### config.mk
export PLATFORM = sky130hd
export DESIGN_NAME = scan_deserializer
export DESIGN_NICKNAME = d
export VERILOG_FILES = /design/src/rtl/scan_deserializer.sv
export SDC_FILE = /design/constraint.sdc
export NUM_CORES = 1
export LEC_CHECK = 0
export ABC_CLOCK_PERIOD_IN_PS = 2300
export CORE_MARGIN = 5
export CORE_UTILIZATION = 50
export DETAILED_ROUTE_END_ITERATION = 12
export GPL_ROUTABILITY_DRIVEN = 0
export PLACE_DENSITY = 0.75
export SLEW_MARGIN = 20
export SYNTH_ARGS = -nofsm -noshare
export SYNTH_HDL_FRONTEND = slang
export SYNTH_SLANG_ARGS = --single-unit
### constraint.sdc
create_clock -name clk -period 2.3 [get_ports clk]
set_clock_uncertainty 0.05 [all_clocks]
set_input_delay 0.46 -clock clk [delete_from_list [all_inputs] [get_ports clk]]
set_output_delay 0.46 -clock clk [all_outputs]
set_load 0.02 [all_outputs]
### src/rtl/scan_deserializer.sv
// Receive side of an 8-line time-multiplexed scan link: drives the remote
// selector address, samples the serial bit each scan tick, publishes frames.
module scan_deserializer #(
  parameter int ADDR_W    = 3,
  parameter bit INVERT_IN = 1'b0,
  localparam int LINES    = 2**ADDR_W
) (
  input  logic              clk,
  input  logic              reset,
  input  logic              ce,
  input  logic              sync,
  input  logic              sdata,
  output logic [ADDR_W-1:0] addr,
  output logic [LINES-1:0]  q,
  output logic              valid,
  output logic              frame_err
);

  localparam logic [ADDR_W-1:0] LAST_ADDR = ADDR_W'(LINES - 1);

  logic             s;
  logic [LINES-1:0] shift;
  logic [LINES-1:0] frame_word;

  assign s = sdata ^ INVERT_IN;

  // The last line's sample goes straight into the published word.
  always_comb begin
    frame_word            = shift;
    frame_word[LINES-1]   = s;
  end

  always_ff @(posedge clk) begin
    if (reset) begin
      addr      <= '0;
      shift     <= '0;
      q         <= '0;
      valid     <= 1'b0;
      frame_err <= 1'b0;
    end else if (sync) begin
      addr      <= '0;
      shift     <= '0;
      valid     <= 1'b0;
      frame_err <= (addr != '0);
    end else begin
      valid     <= 1'b0;
      frame_err <= 1'b0;
      if (ce) begin
        shift[addr] <= s;
        addr        <= addr + ADDR_W'(1);
        if (addr == LAST_ADDR) begin
          q     <= frame_word;
          valid <= 1'b1;
        end
      end
    end
  end

endmodule

==> impl_metrics.py <==
metrics = {
    "layout": {
        "drive_gt1_share_pct": 12.3,
        "antenna_cells": 0,
        "area_growth_syn_to_layout_pct": 23.4,
        "utilization_pct": 66.5,
        "layout.cells.most_common_list": "dfxtp_1 (20), mux2i_1 (17), clkdlybuf4s50_1 (17), nand2b_1 (16), or3b_1 (8)",
        "nFillCells": 141,
        "nNetsFinal": 115,
        "final_common_cell": "dfxtp_1",
    },
    "setup_path": {
        "reg2reg_slack_ns": 0.67,
        "crit_family": "buffers and inverters",
        "end_kind": "primary output",
        "crit_slowest_cell": "clkdlybuf4s50_1",
        "worstPathRequired_ns": 1.79,
        "cp_max_fo": 11,
        "worst_r2r_path_depth": 4,
        "cp_num_buf_inv": 1,
        "critPathLaunchType": "register",
        "reg2reg_from": "addr[0]$_SDFFE_PP0P_",
        "crit_path_max_incr_delay_ns": 0.68,
        "arrival_ns": 1.54,
        "worstPathCellList": "clkdlybuf4s50_1",
        "worstReg2RegEnd": "q[6]$_SDFFE_PP0P_",
        "crit_type": "register to primary output",
    },
    "die": {
        "io_pins": 18,
        "core.rowCount": 15,
        "dieArea_mm2": 0.00290,
        "start_util_pct": 53.9,
        "die_width_um": 53.8,
        "fp.coreArea_mm2": 0.00178,
        "die_height_um": 53.8,
    },
    "global_route": {
        "grt_pass1_vias": 653,
        "grt_usage_pct": 14.4,
        "grt_antenna_before_repair": 0,
        "grt_pass1_wl_um": 3040,
        "grt_max_degree": 16,
        "grt_overflow_total": 0,
    },
    "min_path": {
        "min_path_type": "register to register",
        "worstHoldPathCells": 2,
        "hold_path_end": "q[7]$_SDFFE_PP0P_",
        "hp-start": "q[7]$_SDFFE_PP0P_",
    },
    "logic_synthesis": {
        "synth_nets": 98,
        "syn_area_um2": 961,
        "synth_cell_types": 16,
        "synth_cells": 90,
        "ys_seq_elements": 20,
        "synth_area_leader_cell": "dfxtp_1",
        "ys_seq_area_share_pct": 41.7,
        "yosysWarnings": 0,
        "ys_top_cells_by_area": "dfxtp_1 (42%), mux2i_1 (18%), nand2b_1 (10%)",
        "yosysTopAreaCellShare_pct": 41.7,
        "synth.avg_cell_area_um2": 10.7,
    },
    "power_and_ir_drop": {
        "powerDensity_mw_per_mm2": 504,
        "ir_drop_v": 0.000439,
        "p_leak_uw": 0.000422,
    },
    "clocking": {
        "htreeDepth": 1,
        "cts_tree": "done",
        "clk_pin_slew_worst_paths_ns": 0.11,
        "cts-resized-gates": 0,
        "cts_made_buffers": 3,
        "root_buffer": "clkbuf_4",
        "postCtsSetupBuffers": 0,
        "cts_sinks": 20,
        "cts_buffer_depth": 2,
        "cts_hold_buffers": 0,
        "clk_latency_ns": 0.29,
    },
    "sta": {
        "fmax_mhz": 489,
        "worst_pin_slew_ns": 0.376,
        "setup_violations": 0,
        "hold_violations": 0,
        "slew_violations": 0,
        "grt_setup_unrepaired": "no",
        "fin_tns_setup_ns": 0,
        "post-route-period-util_pct": 88.9,
        "maxSlewHeadroom_pct": 74.9,
        "fin_crit_ns": 2.05,
    },
    "detailed_routing": {
        "via_per_inst": 4.94,
        "drt_iter0_drc": 4,
        "wl_um": 1720,
        "drtAntennaViolNets": 0,
        "drc": 0,
        "wire_per_inst_um": 13.1,
        "firstDrtPassIters": 4,
        "vias": 647,
    },
    "placed_design": {
        "dp_hpwl_um": 1200,
        "port_buffers": 17,
    },
    "job": {
        "max_cap_violations": 0,
    },
    "run_status": {
        "outcome": "finished, final reports clean",
    },
}
## power breakdown
part	internal [µW]	switching, µW
clock network	96.5	102
registers	349	4.14
logic	26.3	20.7
## metal layers
layer	share of wire (%)	track usage [%]	wire length [µm]
met1	50	21.1	862
met2	45	21.0	779
met3	3.4	2.49	59
met4	0.93	5.11	16
met5	0	0	0
## worst max path at each step
stage / start / endpoint / slack (ns) / depth (start not counted)
3_3_place_gp: ce / q[4]$_SDFFE_PP0P_ / 0.43 / 3
2_1_floorplan: addr[2]$_SDFFE_PP0P_ / q[0]$_SDFFE_PP0P_ / 0.87 / 4
6_report: addr[0]$_SDFFE_PP0P_ / addr[0] / 0.25 / 1
3_5_place_dp: ce / q[6]$_SDFFE_PP0P_ / 0.41 / 3
4_1_cts: addr[0]$_SDFFE_PP0P_ / addr[0] / 0.24 / 1
5_1_grt: addr[0]$_SDFFE_PP0P_ / addr[0] / 0.16 / 1
## cell usage after synthesis
| master | count |
|---|---|
| mux2i_1 | 17 |
| dfxtp_1 | 20 |
| nor4b_2 | 1 |
| inv_1 | 2 |
| clkbuf_1 | 2 |
| nor3_1 | 3 |
| nor3b_1 | 1 |
| xnor2_1 | 1 |
| nand4b_1 | 3 |
| ha_1 | 3 |
| and4bb_2 | 3 |
| nor2b_1 | 2 |
| buf_2 | 7 |
| or3b_1 | 8 |
| nand2b_1 | 16 |
| and3b_2 | 1 |
## registers in the layout, summed over array words and instances (netlist names)
name	cells
frame_err	1
q	8
valid	1
shift	7
addr	3
## metrics by stage
| stage | cell area [µm²] | power (µW) | hold WS, ns | cells | setup WS (ns) |
|---|---|---|---|---|---|
| after detailed placement | 1150 | 408 | 0.414 | 127 | 0.406 |
| after CTS | 1190 | 609 | 0.434 | 131 | 0.237 |
| final | 1190 | 598 | 0.427 | 131 | 0.255 |
| after global routing | 1190 | 634 | 0.450 | 131 | 0.164 |
| after global placement | 1150 | 407 | 0.407 | 127 | 0.425 |
| after floorplan | 961 | 389 | 0.396 | 90 | 0.874 |
## logic make-up (layout without fill, tap and decap cells)
logic type	after synthesis	after routing	synth area share (%)
XOR/XNOR	1	1	0.912
flip-flops	20	20	41.7
multiplexers	17	17	17.7
AND/OR/NAND/NOR	38	38	30.6
adder cells (fa/ha/maj)	3	3	3.91
buffers and inverters	11	27	5.21
## final cells by class
class | count | area, µm² | area share, %
multi-input combinational | 59 | 510 | 43.0
sequential | 20 | 400 | 33.8
timing repair buffer | 21 | 200 | 16.9
clock buffer | 4 | 36.3 | 3.06
tap | 25 | 31.3 | 2.64
inverter | 2 | 7.51 | 0.633
No activity file was read; power rests on OpenSTA's default activity.
